## src/rtl/harvos_dma_firewall_mpu_if.sv

```systemverilog
// Bus bundle for the DMA firewall.
//
// Groups the DMA request/response side and the forwarded SoC bus side.
//   slave  : the firewall view (takes dma_*, drives fw_*, takes m_*)
//   master : the DMA agent / bus model view (drives dma_*, takes fw_*, drives m_*)
//
// Handshake: dma_req is a one-cycle request strobe and is only accepted while
// the firewall is idle. Each accepted request gets exactly one dma_done pulse;
// dma_fault and dma_rdata are meaningful only in that pulse. fw_req is a
// one-cycle forward strobe. m_rvalid is a one-cycle response strobe that is
// honoured only while a forwarded request is outstanding.
interface harvos_dma_firewall_mpu_if;
  logic        dma_req;
  logic        dma_we;
  logic [3:0]  dma_be;
  logic [31:0] dma_addr;
  logic [31:0] dma_wdata;
  logic        dma_done;
  logic        dma_fault;
  logic [31:0] dma_rdata;

  logic        fw_req;
  logic        fw_we;
  logic [3:0]  fw_be;
  logic [31:0] fw_addr;
  logic [31:0] fw_wdata;

  logic [31:0] m_rdata;
  logic        m_rvalid;
  logic        m_fault;

  modport slave (
    input  dma_req, dma_we, dma_be, dma_addr, dma_wdata,
    output dma_done, dma_fault, dma_rdata,
    output fw_req, fw_we, fw_be, fw_addr, fw_wdata,
    input  m_rdata, m_rvalid, m_fault
  );

  modport master (
    output dma_req, dma_we, dma_be, dma_addr, dma_wdata,
    input  dma_done, dma_fault, dma_rdata,
    input  fw_req, fw_we, fw_be, fw_addr, fw_wdata,
    output m_rdata, m_rvalid, m_fault
  );
endinterface

```

## src/rtl/harvos_dma_firewall_mpu.sv

```systemverilog
// DMA firewall / memory protection unit.
//
// Screens DMA requests against an instruction-space write guard and NREG
// programmable address/mask regions. Allowed requests are latched and
// forwarded to the SoC bus; blocked requests and bus timeouts are reported
// back to the DMA and recorded in a sticky first-fault log with a
// saturating fault counter.
//
// Ports:
//   clk, rst        clock, asynchronous active-high reset
//   bus             DMA side and forwarded bus side (slave modport)
//   cfg_*           region programming port; cfg_lock freezes regions until reset
//   flt_*           first-fault log, saturating fault count, flt_clr clears it
//   dbg_state       current FSM state (IDLE=0, FWD=1, WAIT=2, FAULT=3)
module harvos_dma_firewall_mpu #(
  parameter int NREG        = 4,
  parameter int ROM_BYTES   = 16384,
  parameter int TIMEOUT_CYC = 64
) (
  input  logic        clk,
  input  logic        rst,
  harvos_dma_firewall_mpu_if.slave bus,
  input  logic        cfg_we,
  input  logic [2:0]  cfg_idx,
  input  logic [31:0] cfg_base,
  input  logic [31:0] cfg_mask,
  input  logic [1:0]  cfg_mode,
  input  logic        cfg_lock,
  output logic        flt_valid,
  output logic [1:0]  flt_cause,
  output logic [2:0]  flt_region,
  output logic [31:0] flt_addr,
  output logic        flt_we,
  output logic [7:0]  flt_cnt,
  input  logic        flt_clr,
  output logic [1:0]  dbg_state
);

  localparam logic [31:0] ROM_LIM  = 32'(ROM_BYTES);
  localparam logic [7:0]  TMO_LAST = 8'(TIMEOUT_CYC - 1);

  typedef enum logic [1:0] {
    S_IDLE  = 2'd0,
    S_FWD   = 2'd1,
    S_WAIT  = 2'd2,
    S_FAULT = 2'd3
  } state_t;

  state_t      state, state_nx;
  logic [31:0] reg_base [NREG];
  logic [31:0] reg_mask [NREG];
  logic [1:0]  reg_mode [NREG];
  logic        lock;
  logic [7:0]  wait_cnt;

  logic        blk;
  logic [1:0]  blk_cause;
  logic [2:0]  blk_region;
  logic        accept, rsp_ok, tmo;
  logic        flt_ev;
  logic [1:0]  ev_cause;
  logic [2:0]  ev_region;
  logic [31:0] ev_addr;
  logic        ev_we;

  // Block decision. mode bit0 blocks writes, bit1 blocks reads. Regions are
  // scanned from the top down so the lowest-index blocking hit is what remains.
  always_comb begin
    blk        = 1'b0;
    blk_cause  = 2'b00;
    blk_region = 3'd0;
    if (bus.dma_we && (bus.dma_addr < ROM_LIM)) begin
      blk       = 1'b1;
      blk_cause = 2'b01;
    end else begin
      for (int i = NREG - 1; i >= 0; i--) begin
        if (((bus.dma_addr & ~reg_mask[i]) == reg_base[i]) &&
            (bus.dma_we ? reg_mode[i][0] : reg_mode[i][1])) begin
          blk        = 1'b1;
          blk_cause  = 2'b10;
          blk_region = 3'(i);
        end
      end
    end
  end

  assign accept = (state == S_IDLE) && bus.dma_req;
  assign rsp_ok = (state == S_WAIT) && bus.m_rvalid;
  // A response arriving on the last WAIT cycle beats the timeout.
  assign tmo    = (state == S_WAIT) && !bus.m_rvalid && (wait_cnt == TMO_LAST);

  always_comb begin
    state_nx = state;
    case (state)
      S_IDLE:  if (accept) state_nx = blk ? S_FAULT : S_FWD;
      S_FWD:   state_nx = S_WAIT;
      S_WAIT:  if (rsp_ok || tmo) state_nx = S_IDLE;
      S_FAULT: state_nx = S_IDLE;
      default: state_nx = S_IDLE;
    endcase
  end

  assign bus.dma_done  = (state == S_FAULT) || rsp_ok || tmo;
  assign bus.dma_fault = (state == S_FAULT) || tmo || (rsp_ok && bus.m_fault);
  assign bus.dma_rdata = (rsp_ok && !bus.m_fault && !bus.fw_we) ? bus.m_rdata : 32'h0;
  assign dbg_state     = state;

  // Firewall faults only; bus errors reported through m_fault are not logged.
  // Timeouts log the latched request, which the fw_* registers hold.
  assign flt_ev    = (accept && blk) || tmo;
  assign ev_cause  = tmo ? 2'b11 : blk_cause;
  assign ev_region = tmo ? 3'd0 : blk_region;
  assign ev_addr   = tmo ? bus.fw_addr : bus.dma_addr;
  assign ev_we     = tmo ? bus.fw_we : bus.dma_we;

  always_ff @(posedge clk or posedge rst) begin
    if (rst) begin
      state        <= S_IDLE;
      wait_cnt     <= 8'd0;
      bus.fw_req   <= 1'b0;
      bus.fw_we    <= 1'b0;
      bus.fw_be    <= 4'h0;
      bus.fw_addr  <= 32'h0;
      bus.fw_wdata <= 32'h0;
    end else begin
      state      <= state_nx;
      wait_cnt   <= (state == S_WAIT) ? wait_cnt + 8'd1 : 8'd0;
      bus.fw_req <= accept && !blk;
      // fw_* double as the latched transaction for the rest of its lifetime.
      if (accept && !blk) begin
        bus.fw_we    <= bus.dma_we;
        bus.fw_be    <= bus.dma_be;
        bus.fw_addr  <= bus.dma_addr;
        bus.fw_wdata <= bus.dma_wdata;
      end
    end
  end

  // Region registers. The old lock value gates the write, so a write issued
  // together with cfg_lock still lands.
  always_ff @(posedge clk or posedge rst) begin
    if (rst) begin
      lock <= 1'b0;
      for (int i = 0; i < NREG; i++) begin
        reg_base[i] <= 32'h0;
        reg_mask[i] <= 32'hFFFF_FFFF;
        reg_mode[i] <= 2'b00;
      end
    end else begin
      lock <= lock | cfg_lock;
      for (int i = 0; i < NREG; i++) begin
        if (cfg_we && !lock && (cfg_idx == 3'(i))) begin
          reg_base[i] <= cfg_base;
          reg_mask[i] <= cfg_mask;
          reg_mode[i] <= cfg_mode;
        end
      end
    end
  end

  // Fault log. A fault coinciding with flt_clr starts a fresh log.
  always_ff @(posedge clk or posedge rst) begin
    if (rst) begin
      flt_valid  <= 1'b0;
      flt_cause  <= 2'b00;
      flt_region <= 3'd0;
      flt_addr   <= 32'h0;
      flt_we     <= 1'b0;
      flt_cnt    <= 8'd0;
    end else begin
      if (flt_clr) begin
        flt_valid <= flt_ev;
        flt_cnt   <= flt_ev ? 8'd1 : 8'd0;
      end else if (flt_ev) begin
        if (flt_cnt != 8'hFF) flt_cnt <= flt_cnt + 8'd1;
        if (!flt_valid) flt_valid <= 1'b1;
      end
      if (flt_ev && (flt_clr || !flt_valid)) begin
        flt_cause  <= ev_cause;
        flt_region <= ev_region;
        flt_addr   <= ev_addr;
        flt_we     <= ev_we;
      end
    end
  end

endmodule

```

## src/flat_wrapper.sv

```systemverilog
// flat-port wrapper written by rule: the top's interface ports become plain ports
module harvos_dma_firewall_mpu_flat 
#(
  parameter int NREG        = 4,
  parameter int ROM_BYTES   = 16384,
  parameter int TIMEOUT_CYC = 64
)
  (clk, rst, cfg_we, cfg_idx, cfg_base, cfg_mask, cfg_mode, cfg_lock, flt_valid, flt_cause, flt_region, flt_addr, flt_we, flt_cnt, flt_clr, dbg_state, bus_dma_req, bus_dma_we, bus_dma_be, bus_dma_addr, bus_dma_wdata, bus_dma_done, bus_dma_fault, bus_dma_rdata, bus_fw_req, bus_fw_we, bus_fw_be, bus_fw_addr, bus_fw_wdata, bus_m_rdata, bus_m_rvalid, bus_m_fault);
  harvos_dma_firewall_mpu_if bus_i ();
  input  logic clk;
  input  logic rst;
  input  logic cfg_we;
  input  logic [2:0] cfg_idx;
  input  logic [31:0] cfg_base;
  input  logic [31:0] cfg_mask;
  input  logic [1:0] cfg_mode;
  input  logic cfg_lock;
  output logic flt_valid;
  output logic [1:0] flt_cause;
  output logic [2:0] flt_region;
  output logic [31:0] flt_addr;
  output logic flt_we;
  output logic [7:0] flt_cnt;
  input  logic flt_clr;
  output logic [1:0] dbg_state;
  input wire logic [$bits(bus_i.dma_req)-1:0] bus_dma_req;
  input wire logic [$bits(bus_i.dma_we)-1:0] bus_dma_we;
  input wire logic [$bits(bus_i.dma_be)-1:0] bus_dma_be;
  input wire logic [$bits(bus_i.dma_addr)-1:0] bus_dma_addr;
  input wire logic [$bits(bus_i.dma_wdata)-1:0] bus_dma_wdata;
  output wire logic [$bits(bus_i.dma_done)-1:0] bus_dma_done;
  output wire logic [$bits(bus_i.dma_fault)-1:0] bus_dma_fault;
  output wire logic [$bits(bus_i.dma_rdata)-1:0] bus_dma_rdata;
  output wire logic [$bits(bus_i.fw_req)-1:0] bus_fw_req;
  output wire logic [$bits(bus_i.fw_we)-1:0] bus_fw_we;
  output wire logic [$bits(bus_i.fw_be)-1:0] bus_fw_be;
  output wire logic [$bits(bus_i.fw_addr)-1:0] bus_fw_addr;
  output wire logic [$bits(bus_i.fw_wdata)-1:0] bus_fw_wdata;
  input wire logic [$bits(bus_i.m_rdata)-1:0] bus_m_rdata;
  input wire logic [$bits(bus_i.m_rvalid)-1:0] bus_m_rvalid;
  input wire logic [$bits(bus_i.m_fault)-1:0] bus_m_fault;
  assign bus_i.dma_req = bus_dma_req;
  assign bus_i.dma_we = bus_dma_we;
  assign bus_i.dma_be = bus_dma_be;
  assign bus_i.dma_addr = bus_dma_addr;
  assign bus_i.dma_wdata = bus_dma_wdata;
  assign bus_dma_done = bus_i.dma_done;
  assign bus_dma_fault = bus_i.dma_fault;
  assign bus_dma_rdata = bus_i.dma_rdata;
  assign bus_fw_req = bus_i.fw_req;
  assign bus_fw_we = bus_i.fw_we;
  assign bus_fw_be = bus_i.fw_be;
  assign bus_fw_addr = bus_i.fw_addr;
  assign bus_fw_wdata = bus_i.fw_wdata;
  assign bus_i.m_rdata = bus_m_rdata;
  assign bus_i.m_rvalid = bus_m_rvalid;
  assign bus_i.m_fault = bus_m_fault;
  harvos_dma_firewall_mpu #(.NREG(NREG), .ROM_BYTES(ROM_BYTES), .TIMEOUT_CYC(TIMEOUT_CYC)) u_core (.clk(clk), .rst(rst), .bus(bus_i), .cfg_we(cfg_we), .cfg_idx(cfg_idx), .cfg_base(cfg_base), .cfg_mask(cfg_mask), .cfg_mode(cfg_mode), .cfg_lock(cfg_lock), .flt_valid(flt_valid), .flt_cause(flt_cause), .flt_region(flt_region), .flt_addr(flt_addr), .flt_we(flt_we), .flt_cnt(flt_cnt), .flt_clr(flt_clr), .dbg_state(dbg_state));
endmodule
```

## config.mk

```make
export PLATFORM = sky130hd
export DESIGN_NAME = harvos_dma_firewall_mpu_flat
export DESIGN_NICKNAME = d
export VERILOG_FILES = /design/src/rtl/harvos_dma_firewall_mpu_if.sv /design/src/rtl/harvos_dma_firewall_mpu.sv /design/src/flat_wrapper.sv
export SDC_FILE = /design/constraint.sdc
export NUM_CORES = 1
export LEC_CHECK = 0
export ABC_AREA = 1
export CAP_MARGIN = 30
export CORE_MARGIN = 5
export CORE_UTILIZATION = 30
export CTS_BUF_LIST = sky130_fd_sc_hd__clkbuf_4
export DETAILED_ROUTE_END_ITERATION = 16
export DONT_BUFFER_PORTS = 1
export MAX_ROUTING_LAYER = met4
export SLEW_MARGIN = 20
export SYNTH_ARGS = -nofsm -noshare
export SYNTH_HDL_FRONTEND = slang
export SYNTH_SLANG_ARGS = --single-unit
```

## constraint.sdc

```tcl
create_clock -name clk -period 15.95 [get_ports clk]
set_input_delay 2.3925 -clock clk [delete_from_list [all_inputs] [get_ports clk]]
set_output_delay 2.3925 -clock clk [all_outputs]
set_load 0.03 [all_outputs]
```

# ---- Word-level counts from Yosys, hierarchy flattened
# Index checks and enable logic that the tools add are counted.
dict set report totals {
  mem_bits_ro 0
  word_cells 126
  ff_bits 392
  memories 0
  out_inout_bits 153
  latch_bits 0
  input_bits 178
  ram_bits 0
}
dict set report op_classes {
  n_reduce_logical 39
  div_mod_pow 0
  eq_ne 14
  shifts 0
  mux 35
  n_lt_le_gt_ge 1
  n_mul 0
  bitwise 9
  addsub 2
}
# operator n
set ops {}
lappend ops {{32-bit AND} 4}
lappend ops {{32-bit equality test} 4}
lappend ops {{32-bit inverter} 4}
lappend ops {{32-bit 2-to-1 mux} 2}
lappend ops {{32-bit by 15-bit < comparator with 1-bit output, second input constant} 1}
lappend ops {{8-bit 2-to-1 mux} 4}
lappend ops {{2-bit 2-to-1 mux} 13}
lappend ops {{1-bit logical AND} 20}
lappend ops {{8-bit by 1-bit adder with 8-bit output, second input constant} 2}
lappend ops {{1-bit 2-to-1 mux} 13}
lappend ops {{8-bit by 6-bit equality test with 1-bit output, second input constant} 1}
lappend ops {{8-bit inequality test, second input constant} 1}
lappend ops {{2-bit one-hot mux with 4 select lines} 1}
lappend ops {{1-bit logical OR} 7}
lappend ops {{3-bit by 2-bit equality test with 1-bit output, second input constant} 2}
lappend ops {{1-bit zero test} 6}
lappend ops {{3-bit 2-to-1 mux} 2}
lappend ops {{2-bit equality test, second input constant} 2}
lappend ops {{2-bit AND reduction} 2}
lappend ops {{2-bit nonzero test} 2}
lappend ops {{3-bit by 1-bit equality test with 1-bit output, second input constant} 1}
lappend ops {{3-bit zero test} 1}
lappend ops {{2-bit by 1-bit equality test with 1-bit output, second input constant} 1}
lappend ops {{2-bit zero test} 1}
lappend ops {{3 further kinds} 3}

# ---- Longest topological paths before layout
# Gate-level depths: netlist of run 1.
dict set report depth {
  word_depth 13
  depth_mapped 18
  ltp_nobuf 17
}

# ---- Least setup slack after synthesis of run 1
# No wires, ideal clock.
dict set report synth_timing {
  path_type {input to output}
  start {in bus_m_rvalid}
  end {out bus_dma_rdata[10]}
  setup_slack_ns 10.229
  path_stages 5
  t_arrival_ns 3.329
  path_buffers 1
  t_required_ns 13.558
  path_cell_list {inv_1 nor2_1 nand2_1 clkbuf_1 nor2_1}
}
dict set report synth_via {
  elab_chain_len 4
}
# element line
set synth_lines {}
lappend synth_lines {{from (decl)} flat_wrapper.sv:40} ;# input wire logic [$bits(bus_i.m_rvalid)-1:0] bus_m_rvalid;
lappend synth_lines {{1-bit logical AND} harvos_dma_firewall_mpu.sv:88} ;# assign rsp_ok = (state == S_WAIT) && bus.m_rvalid;
lappend synth_lines {{1-bit logical AND (2 in series)} harvos_dma_firewall_mpu.sv:105} ;# assign bus.dma_rdata = (rsp_ok && !bus.m_fault && !bus.fw_we) ? bus.m_rdata : 32'h0;
lappend synth_lines {{32-bit 2-to-1 mux} harvos_dma_firewall_mpu.sv:105}
lappend synth_lines {{to (decl)} flat_wrapper.sv:33} ;# output wire logic [$bits(bus_i.dma_rdata)-1:0] bus_dma_rdata;
# Every way passes these cells.

# ---- Worst setup path in the final report of run 1
dict set report layout_timing {
  start {in bus_m_rvalid}
  end {out bus_dma_rdata[13]}
}
# Same word-level chain as after synthesis.

==> results of run 1 <==
[worst register-to-register path: cells and delay by family, from the launching register on]
kind,cells,cell delay [ps]
xor gates and xnor gates,1,480
buffers and inverters,2,530
DFF,1,530
and+or+nand+nor,10,1580
[per-layer routing]
layer	global-route usage, %	share of wire [%]
met5	-	0
met4	7.84	3.9
met3	5.51	9.2
met2	27.9	46
met1	21.2	40
[where the power goes]
group          switching [mW]  internal (mW)  leakage, nW  total (mW)
clock                   0.428          0.503        0.858       0.931
combinational           0.189         0.0780         4.04       0.267
sequential              0.287           1.10         4.85        1.39
[cell type report]
type | count | area, um^2 | area share [%]
multi-input cells | 1521 | 6980 | 34.1
inverters | 249 | 945 | 4.61
clock buffers | 172 | 1290 | 6.30
well taps | 782 | 978 | 4.78
diodes | 14 | 35.0 | 0.171
clock inverters | 27 | 143 | 0.696
repair buffers | 13 | 170 | 0.830
flip-flops and latches | 391 | 9940 | 48.5
[final timing paths]
kind / to / cells after the start / startpoint / slack (ps)
setup / recovery: bus_dma_rdata[13] / 5 / bus_m_rvalid / 9810
hold / removal: u_core.wait_cnt[0] / 1 / u_core.wait_cnt[0] / 460
setup reg to reg: u_core.bus.fw_wdata[14] / 13 / u_core.reg_mask[55] / 12710
hold reg to reg: u_core.wait_cnt[0] / 1 / u_core.wait_cnt[0] / 460
max in group asynchronous: u_core.reg_base[40] / 5 / rst / 11650
min in group asynchronous: u_core.flt_cause[1] / 1 / rst / 1550
[logic make-up after synthesis]
group                    after synthesis  synth area share, %
AND/OR/NAND/NOR                     1040                 22.7
AO/OA/AOI/OAI                        424                 12.4
flip-flops                           391                 54.3
buffers and inverters                345                 7.86
XOR/XNOR                              46                 2.20
multiplexers                           8                0.437
adder cells (fa/ha/maj)                2                0.137
other                                  1               0.0205
[flip-flops by register name, indices dropped and copies added (netlist names)]
| name | cells |
|---|---|
| u_core.bus.fw_req | 1 |
| u_core.flt_we | 1 |
| u_core.lock | 1 |
| u_core.flt_valid | 1 |
| u_core.flt_addr | 32 |
| u_core.dbg_state | 2 |
| u_core.bus.fw_wdata | 32 |
| u_core.flt_cnt | 8 |
| u_core.bus.fw_be | 4 |
| u_core.reg_mode | 8 |
| u_core.bus.fw_addr | 32 |
| u_core.reg_base | 128 |
| u_core.wait_cnt | 8 |
| u_core.bus.fw_we | 1 |
| u_core.reg_mask | 128 |
| u_core.flt_region | 2 |
| u_core.flt_cause | 2 |
[per-stage QoR]
stage	area (um^2)	hold WS, ps	std cells	utilization (%)	setup slack, ps
CTS	20400	465	3154	33.8	9800
floorplan	18300	433	2257	-	2900
global route	20500	475	3169	33.9	9630
finish	20500	460	3169	33.9	9810
detailed placement	19000	457	2955	31.4	9800
global placement	18900	447	2952	31.3	9540
[cells in the final DEF (no fill, tap or decap), types with 3 or more instances in the layout]
master	count
nand4_1	10
nand2_1	752
nor2_1	187
clkinv_1	20
o21ai_0	350
a21oi_1	8
xnor2_1	26
o21ai_1	25
buf_4	8
nand3b_1	29
dfstp_2	128
inv_1	226
nor3_1	10
dfrtp_1	263
xor2_1	20
o21ai_2	38
mux2i_1	8
nand2_4	5
clkbuf_4	172
nor2_2	3
nand3_1	29
inv_2	23
diode_2	14
==> flow_summary.yaml, run 1 <==
outcome:
  outcome: "finished clean"
setup_path:
  end_kind: "primary output"
  arrival_ps: 3750
  crit_fanout: 19
  max_stage_delay_ps: 450
  crit_path_start_kind: "input pin"
  crit_path_cell_trace: "inv_1 -> nor2_1 -> nand2_1 -> buf_8 -> nor2_1"
  critical_path.slowest_cell: "nor2_1"
  required_ps: 13560
  crit_top_cell: "nor2_1"
  critPathBufInv: 2
  cp_top_family: "simple AND/OR/NAND/NOR gates"
  path_class: "input pin to primary output"
cells_and_area:
  syn_to_final_growth_pct: 11.8
  drive_gt1_share_pct: 16.7
  n_fill_cell: 6323
  fin_nets: 2463
synthesis:
  synth-main-ff-cell: "dfrtp_1"
  synth-seq-cells: 391
  post-synth-top-count-cell: "nand2_1"
  yosys_warnings: 0
  synth_seq_area_share_pct: 54.3
  synth.area.top_cells: "dfrtp_1 36%, dfstp_2 18%, nand2_1 15%"
  netlist_area_um2: 18300
  synth_area_per_cell_um2: 8.12
  synth_top_cell_by_area: "dfrtp_1"
  async_flop_share_pct: 100
  synth_top_area_share_pct: 35.9
  synthDistinctLibCells: 39
  synthTopCellsByCount: "754 x nand2_1, 350 x o21ai_0, 263 x dfrtp_1"
  synthCells: 2257
  synth_edf_count: 0
  syn_nets: 2437
die:
  dieHeight_um: 257
  design.core.area_um2: 60500
  pin_count: 331
  die-area_um2: 66100
  num_rows: 90
  die_w_um: 257
  start_util_pct: 30.3
sta:
  setup_viol: 0
  slew_headroom_pct: 41.1
  setup_tns_ps: 0
  min_period_ps: 6140
  grt_setup_unrepaired: "no"
  timing.final.crit_share_pct: 38.5
  fmax_ghz: 0.163
  clock_skew_ps: 83.4
  hold_viol: 0
  drv_slew: 0
  worst_slew_pin_slew_ps: 884
placement:
  gp_congestion: 0.916
  hpwlAfterDp_um: 44200
  io_buffers: 0
cts:
  clk_pin_slew_ps: 60
  h-tree-depth: 3
  cts_setup_buffers: 0
  cts_resized: 0
  cts_hold_buf: 0
  clk_latency_ps: 850
  cts_tree: "done"
  cts_buffers: 107
  cts_max_path_buffers: 3
  clock-root-buffer: "clkbuf_4"
  cts_sinks: 391
route:
  drt_iter0_markers: 1244
  vias: 14900
  dr.pass1.iters: 8
  ant_nets: 0
  drt-vias-per-instance: 4.71
  drt-total-wl_um: 59100
  avgRoutedWirePerCell_um: 18.7
  remaining_drc_errors: 0
pwr:
  powerDensity_nw_per_um2: 126
  p_total_mw: 2.59
  leakagePower_nw: 9.75
  ir_drop_v: 0.0000429
global_routing:
  first_global_vias: 14200
  grt_max_degree: 143
  track_usage_pct: 17.8
  antenna_found_initial: 14
  grt_pass1_wl_um: 87300
  overflow: 0
hold_path:
  hold_class: "register to register"
flow_run:
  cap_violations: 0
No activity file was read; power rests on OpenSTA's default activity.
==> run 2: changes to the inputs <==
==> constraint.sdc (replaced) <==
create_clock -name clk -period 5.2 [get_ports clk]
set_input_delay 0.78 -clock clk [delete_from_list [all_inputs] [get_ports clk]]
set_output_delay 0.78 -clock clk [all_outputs]
set_load 0.03 [all_outputs]
==> run 2 against run 1 <==
Effect of this change:
- core utilization up 0.73 points
- setup slack got worse by 8700 ps
- clock power rose to 3.1 times the previous value
- critical endpoint is now bus_dma_rdata[17]
- total power grew to 3.1 times the previous value
- largest cell class unchanged
- highest routed layer unchanged
==> flow_summary.yaml, run 2 (synthesis results as in run 1) <==
sta:
  fmax_ghz: 0.245
  holdWs_ps: 102
  setup_slack_ps: 1120
  worst_slew_pin_slew_ps: 921
  slew_headroom_pct: 38.6
  hold_viol: 0
  setup_tns_ps: 0
  drv_slew: 0
  grt_setup_unrepaired: "no"
  timing.final.crit_share_pct: 78.5
  clock_skew_ps: 60.2
  setup_viol: 0
  min_period_ps: 4080
setup_path:
  reg2reg_setup_slack_ps: 1980
  required_ps: 4420
  crit_path_start_kind: "register"
  arrival_ps: 3300
  end_kind: "primary output"
  crit_fanout: 25
  path_class: "register to primary output"
cells_and_area:
  n_fill_cell: 6206
  multi_input_area_um2: 6980
  fin_util_pct: 34.6
  fin_nets: 2513
  syn_to_final_growth_pct: 14.2
  drive_gt1_share_pct: 16.6
  largestRegisters: "u_core.reg_base: 128 flops, u_core.reg_mask: 128 flops"
  final_cell_mix: "752 x nand2_1, 350 x o21ai_0, 263 x dfrtp_1"
  ff_latch_area_um2: 9940
  final_common_cell: "nand2_1"
outcome:
  outcome: "finished clean"
cts:
  cts_sinks: 391
  h-tree-depth: 3
  cts_tree: "done"
  clk_latency_ps: 870
  clk_pin_slew_ps: 60
  clock-root-buffer: "clkbuf_4"
  cts_buffers: 111
  cts_max_path_buffers: 3
route:
  remaining_drc_errors: 0
  ant_nets: 0
  drt-total-wl_um: 62600
  dr.pass1.iters: 7
  drt_iter0_markers: 1329
  avgRoutedWirePerCell_um: 19.5
  vias: 15200
  drt-vias-per-instance: 4.75
placement:
  io_buffers: 0
  gp_congestion: 0.979
  hpwlAfterDp_um: 45900
  dpl_worst_slack_ps: 1560
global_routing:
  grt_pass1_wl_um: 91900
  track_usage_pct: 18.8
  overflow: 0
  first_global_vias: 14500
  antenna_found_initial: 11
  grt_max_degree: 138
die:
  pin_count: 331
  start_util_pct: 30.3
  die-area_um2: 66100
  num_rows: 90
  die_w_um: 257
  design.core.area_um2: 60500
  dieHeight_um: 257
pwr:
  leakagePower_nw: 9.94
  powerDensity_nw_per_um2: 384
  ir_drop_v: 0.000136
hold_path:
  hold_class: "input pin to register"
flow_run:
  cap_violations: 0
[run 2: layout make-up]
| type | count | share of cell area (%) |
|---|---|---|
| Clock inverter | 23 | 0.496 |
| Timing Repair Buffer | 59 | 3.05 |
| Antenna cell | 9 | 0.108 |
| Tap cell | 782 | 4.67 |
| Inverter | 249 | 4.49 |
| Sequential cell | 391 | 47.5 |
| Multi-Input combinational cell | 1521 | 33.4 |
| Clock buffer | 176 | 6.31 |
[run 2: critical path, stage by stage, from the launching register on]
cell and delay (ps):
dfrtp_1 610, inv_1 80, nor2_1 230, inv_1 190
nor2_1 230, nand2_1 230, buf_8 230, nor2_1 670
[run 2: through the flow]
| stage | power, mW | std cells | instance area, um^2 |
|---|---|---|---|
| after floorplan | 4.83 | 2257 | 18300 |
| after global placement | 5.16 | 2952 | 19000 |
| after detailed placement | 5.19 | 2953 | 19000 |
| after CTS | 8.15 | 3199 | 20900 |
| after global routing | 8.49 | 3210 | 20900 |
| final | 8.04 | 3210 | 20900 |
[run 2: worst paths after layout]
path | start | endpoint | depth (start not counted)
max in group asynchronous | rst | u_core.reg_base[41] | 3
min in group asynchronous | rst | u_core.flt_addr[24] | 2
min | cfg_mask[12] | u_core.reg_mask[44] | 2
min reg2reg | u_core.wait_cnt[0] | u_core.wait_cnt[0] | 1
max reg2reg | u_core.reg_mask[24] | u_core.bus.fw_wdata[18] | 13
max | u_core.dbg_state[1] | bus_dma_rdata[17] | 7
[run 2: metal layers]
| metal | up-vias | global-route usage [%] | wire length (um) |
|---|---|---|---|
| li1 | 7299 | - | - |
| met1 | 7219 | 22.2 | 25300 |
| met2 | 609 | 30.4 | 29600 |
| met3 | 114 | 6.57 | 5890 |
| met4 | 0 | 6.11 | 1920 |
| met5 | - | - | 0 |
[run 2: repair_timing]
action / CTS / global route
hold buffers: 47 / 0
resized for setup: 0 / 0
hold endpoints to repair: 59 / 0
setup buffers: 0 / 0
[run 2: power breakdown]
group / switching [mW] / leakage [nW] / internal [mW]
Combinational: 0.603 / 4.23 / 0.263
Sequential: 0.915 / 4.85 / 3.38
Clock: 1.36 / 0.860 / 1.52
Total: 2.87 / 9.94 / 5.16
==> run 3: changes to the inputs <==
==> constraint.sdc (replaced) <==
create_clock -name clk -period 3.4 [get_ports clk]
set_input_delay 0.51 -clock clk [delete_from_list [all_inputs] [get_ports clk]]
set_output_delay 0.51 -clock clk [all_outputs]
set_load 0.03 [all_outputs]
==> run 3 against run 2 <==
Effect of this change:
- clock skew is 1.1 ps higher
- wire length is 2.2% higher
- total power is 56% higher
- critical path type unchanged
==> flow_summary.yaml, run 3 (synthesis results as in run 1) <==
pwr:
  ir_drop_v: 0.000223
  leakagePower_nw: 10.6
  powerDensity_nw_per_um2: 560
  p_total_mw: 12.5
route:
  ant_nets: 0
  drt_iter0_markers: 1310
  remaining_drc_errors: 0
  drt-total-wl_um: 64000
  drt-vias-per-instance: 4.73
  avgRoutedWirePerCell_um: 19.1
  vias: 15900
  dr.pass1.iters: 6
global_routing:
  grt_pass1_wl_um: 96400
  track_usage_pct: 19.4
  first_global_vias: 15500
  overflow: 0
  grt_max_degree: 100
  antenna_found_initial: 11
setup_path:
  end_kind: "primary output"
  crit_path_start_kind: "register"
  required_ps: 2890
  crit_top_cell: "nor2_2"
  max_stage_delay_ps: 380
  regToRegEndpoint: "u_core.flt_addr[25]"
  crit_path_cell_trace: "nor2_2 -> inv_1 -> nor2_2 -> nand2_1 -> buf_4 -> nor2_2 -> buf_4"
  critical_path.startpoint: "u_core.dbg_state[0]"
  path_class: "register to primary output"
  critical_path.slowest_cell: "dfrtp_1"
  crit_fanout: 32
  r2r_cells: 15
  cp-endpoint: "bus_dma_rdata[17]"
  cp_top_family: "simple AND/OR/NAND/NOR gates"
  reg2reg_setup_slack_ps: 590
  arrival_ps: 2580
  critPathBufInv: 3
  rr_startpoint: "u_core.reg_mask[96]"
  worst-path-stages: 7
cts:
  cts_buffers: 109
  clk_pin_slew_ps: 60
  cts_max_path_buffers: 3
  cts_tree: "done"
  clock-root-buffer: "clkbuf_4"
  h-tree-depth: 3
  cts_sinks: 391
  clk_latency_ps: 870
sta:
  setup_tns_ps: 0
  drv_slew: 0
  min_period_ps: 3090
  timing.final.crit_share_pct: 91.0
  grt_setup_unrepaired: "no"
  slew_headroom_pct: 52.3
  worst_slew_pin_slew_ps: 715
  clock_skew_ps: 61.3
  setup_slack_ps: 307
  hold_viol: 0
  setup_viol: 0
  fmax_ghz: 0.323
cells_and_area:
  final_common_cell: "nand2_1"
  ff_latch_area_um2: 9940
  drive_gt1_share_pct: 17.7
  stdcell_area_um2: 22400
  largestRegisters: "u_core.reg_base: 128 flops, u_core.reg_mask: 128 flops"
  fin_nets: 2656
  syn_to_final_growth_pct: 22.0
  final_cell_mix: "752 x nand2_1, 350 x o21ai_0, 263 x dfrtp_1"
  n_fill_cell: 6190
  fin_cells: 3359
  multi_input_area_um2: 7000
die:
  pin_count: 331
  die_w_um: 257
  design.core.area_um2: 60500
  die-area_um2: 66100
  dieHeight_um: 257
  start_util_pct: 30.3
  num_rows: 90
placement:
  hpwlAfterDp_um: 47400
  dp_cells: 3006
  dpl_worst_slack_ps: 438
  gp_congestion: 0.968
  post_dp_cell_area_um2: 19500
  io_buffers: 0
hold_path:
  hold_start: "cfg_idx[1]"
  hold_class: "input pin to register"
outcome:
  outcome: "finished clean"
flow_run:
  cap_violations: 0
run 3: per-stage QoR:
stage                     hold slack [ps]  utilization [%]
final                                 119             37.0
after global routing                 99.3             37.0
after CTS                            35.2             36.9
after detailed placement              466             32.2
after global placement                444             32.2
after floorplan                       433                -
run 3: worst min-delay path by stage:
stage	to	depth (start not counted)
2_1_floorplan	u_core.wait_cnt[0]	1
6_report	u_core.reg_mask[44]	2
4_1_cts	u_core.reg_mask[44]	2
3_5_place_dp	u_core.wait_cnt[3]	1
3_3_place_gp	u_core.wait_cnt[0]	1
5_1_grt	u_core.reg_mask[43]	2
run 3: per-layer routing:
metal	wire [um]	GRT usage, %	up-vias
li1	-	-	7585
met1	26100	23.4	7541
met2	30500	31.6	659
met3	5780	5.70	96
met4	1640	6.08	0
met5	0	-	-
run 3: area by class of cell:
type	instances	share of cell area (%)
clock buffer	171	5.74
timing repair buffer	204	9.03
sequential	391	44.5
multi-input combinational	1521	31.3
tap	782	4.38
clock inverter	32	0.778
antenna	9	0.101
inverter	249	4.21
run 3: what timing repair did:
| item | in CTS | in global routing |
|---|---|---|
| buffers inserted | 1 | 0 |
| pin swaps | 1 | 0 |
| resized for setup | 3 | 2 |
| hold buffers | 140 | 0 |
| endpoints found under the hold margin | 411 | 0 |
| setup endpoints to repair | 5 | 3 |
run 3: power by group:
group	switching, mW	total (mW)	internal [mW]
Sequential	1.38	6.55	5.17
Combinational	1.01	1.54	0.532
Clock	2.07	4.44	2.36
==> RTL edit: new RTL, config.mk and constraints of run 3 <==
Register the output `flt_addr` once more, cleared by the reset; this adds one clock of latency there. The other outputs are not delayed to match.
--- a/src/rtl/harvos_dma_firewall_mpu.sv
+++ b/src/rtl/harvos_dma_firewall_mpu.sv
@@ -46,4 +46,6 @@
     S_FAULT = 2'd3
   } state_t;
+
+  logic [31:0] flt_addr_s0;
 
   state_t      state, state_nx;
@@ -165,5 +167,5 @@
       flt_cause  <= 2'b00;
       flt_region <= 3'd0;
-      flt_addr   <= 32'h0;
+      flt_addr_s0 <= 32'h0;
       flt_we     <= 1'b0;
       flt_cnt    <= 8'd0;
@@ -179,5 +181,5 @@
         flt_cause  <= ev_cause;
         flt_region <= ev_region;
-        flt_addr   <= ev_addr;
+        flt_addr_s0 <= ev_addr;
         flt_we     <= ev_we;
       end
@@ -185,4 +187,12 @@
   end
 
+  always_ff @(posedge clk or posedge rst) begin
+    if (rst) begin
+      flt_addr <= '0;
+    end else begin
+      flt_addr <= flt_addr_s0;
+    end
+  end
+
 endmodule
 
Formal check against the unedited RTL: not equivalent (Yosys sat finds a counterexample within 4 cycles, from zero or initial values and one cycle with rst high).
==> RTL edit against run 3 <==
  * Power rose by 5.3%
  * Worst setup slack got worse by 73 ps
  * Area after synthesis rose by 4.9%
  * Clock skew fell by 1.3 ps
  * Sequential cell count rose by 32
  * Non-clock buffer count rose by 8
  * Design area rose by 5.2%
  * Die area rose by 4.7%
  * Wire length rose by 3.2%
  * Critical path type unchanged
  * Largest cell class unchanged
==> RTL edit: results (changes against run 3) <==
The terminus of the critical flop-to-flop path was u_core.flt_addr_s0[11]. The number of buffers other than clock buffers in the final layout is 212 (+3.9%). The net count of the finished layout is 2,801 (+5.5%). The count of cells resized by post-cts repair is 0 (-3). The number of setup buffers added after CTS was 0 (-1); the antenna diode instance count was 15 (+6). The sum of net half-perimeters after detailed placement was 48.4 mm (+2.0%); the pin count of the biggest net entering global routing was 103 (+3.0%). The run gives 60.0 ps (-1.34 ps) as the clock tree skew after final layout. For hold timing, the worst endpoint is u_core.bus.fw_addr[22]. Startpoint of the most critical register-to-register path: u_core.reg_mask[76]. The detailed-route wire length per cell is 18.4 um (-3.2%), and the number of sequential storage elements is 423 (+8.2%).

For the number of standard cells after synthesis, the log shows 2,391 (+5.9%). The tools report the met1 global-route usage as 0.237 (+0.00271). The distinct cell type count of the synthesized netlist is 34 (-13%), and the share of cell area taken by flip-flops and latches is 0.457 (+0.0119). The run gives 0.191 (-0.00319) as the overall track demand over capacity in global routing.

The slew at the pin closest to its max-slew limit was 750 ps (+34.9 ps); the total via count after detailed routing was 16.3k (+2.5%). The total number of multi-input combinational cells came out at 1,594 (+4.8%). Sorting the synthesized cells by how often they occur yields sky130_fd_sc_hd__nand2_1, sky130_fd_sc_hd__o21ai_0, sky130_fd_sc_hd__dfrtp_1. The fraction of final layout cells sized beyond drive strength 1 was 0.160 (-0.0172).

The proportion of cell area spent on the clock network was 0.0652 (about the same); the post-placement cell count was 3,208 (+6.7%). The post-place setup slack came out at 602 ps (+164 ps). The placer congestion estimate is 1.01 (+4.2%), and the number of non-clock inverters is 273 (+9.6%).

For the number of buffers created by CTS, the log shows 117 (+7.3%). By area the synthesized netlist is led by sky130_fd_sc_hd__dfrtp_1, sky130_fd_sc_hd__dfstp_2, sky130_fd_sc_hd__nand2_1. The run gives 69,200 um^2 (+4.7%) as the die area. The leakage power was 11.4 nW (+7.0%).

The flow ran to the end, and the final reports show no timing, DRC or antenna violations.
==> RTL edit: worst max path at each step <==
stage                         from                endpoint  cells past startpoint
2_1_floorplan                  rst   u_core.bus.fw_addr[0]                      1
5_1_grt         u_core.wait_cnt[0]           bus_dma_fault                      8
4_1_cts        u_core.dbg_state[0]        bus_dma_rdata[3]                      7
3_3_place_gp      bus_dma_addr[21]    u_core.flt_region[0]                     14
6_report       u_core.dbg_state[0]        bus_dma_rdata[3]                      7
3_5_place_dp      bus_dma_addr[21]  u_core.flt_addr_s0[11]                     14
==> RTL edit: cell families after synthesis <==
group / count (synthesis) / synth area share
compound gates: 396 / 0.103
flops: 423 / 0.559
simple gates: 1152 / 0.240
buf+inv: 374 / 0.0762
fa+ha+maj: 2 / 0.00130
other cells: 1 / 0.000195
xor+xnor: 43 / 0.0196
==> RTL edit: worst reg2reg max path: stages, from the launching register on <==
cell                      delay [ps]
sky130_fd_sc_hd__dfstp_2         530
sky130_fd_sc_hd__inv_1            40
sky130_fd_sc_hd__nand2_1          60
sky130_fd_sc_hd__xor2_1          350
sky130_fd_sc_hd__nand2_1         110
sky130_fd_sc_hd__nor2_1          190
sky130_fd_sc_hd__nand3_1         120
sky130_fd_sc_hd__nor2_2          220
sky130_fd_sc_hd__nor2_2           90
sky130_fd_sc_hd__nand3_4         120
sky130_fd_sc_hd__nand2_2          90
sky130_fd_sc_hd__nand2_4         110
sky130_fd_sc_hd__nand2_2         200
sky130_fd_sc_hd__buf_4           260
sky130_fd_sc_hd__nand2_1          70
sky130_fd_sc_hd__nand2_1          50
==> RTL edit: where the power goes <==
group          internal (W)  switching [W]
Combinational      0.000541        0.00101
Sequential          0.00555        0.00139
Clock               0.00249        0.00221
Total               0.00858        0.00461
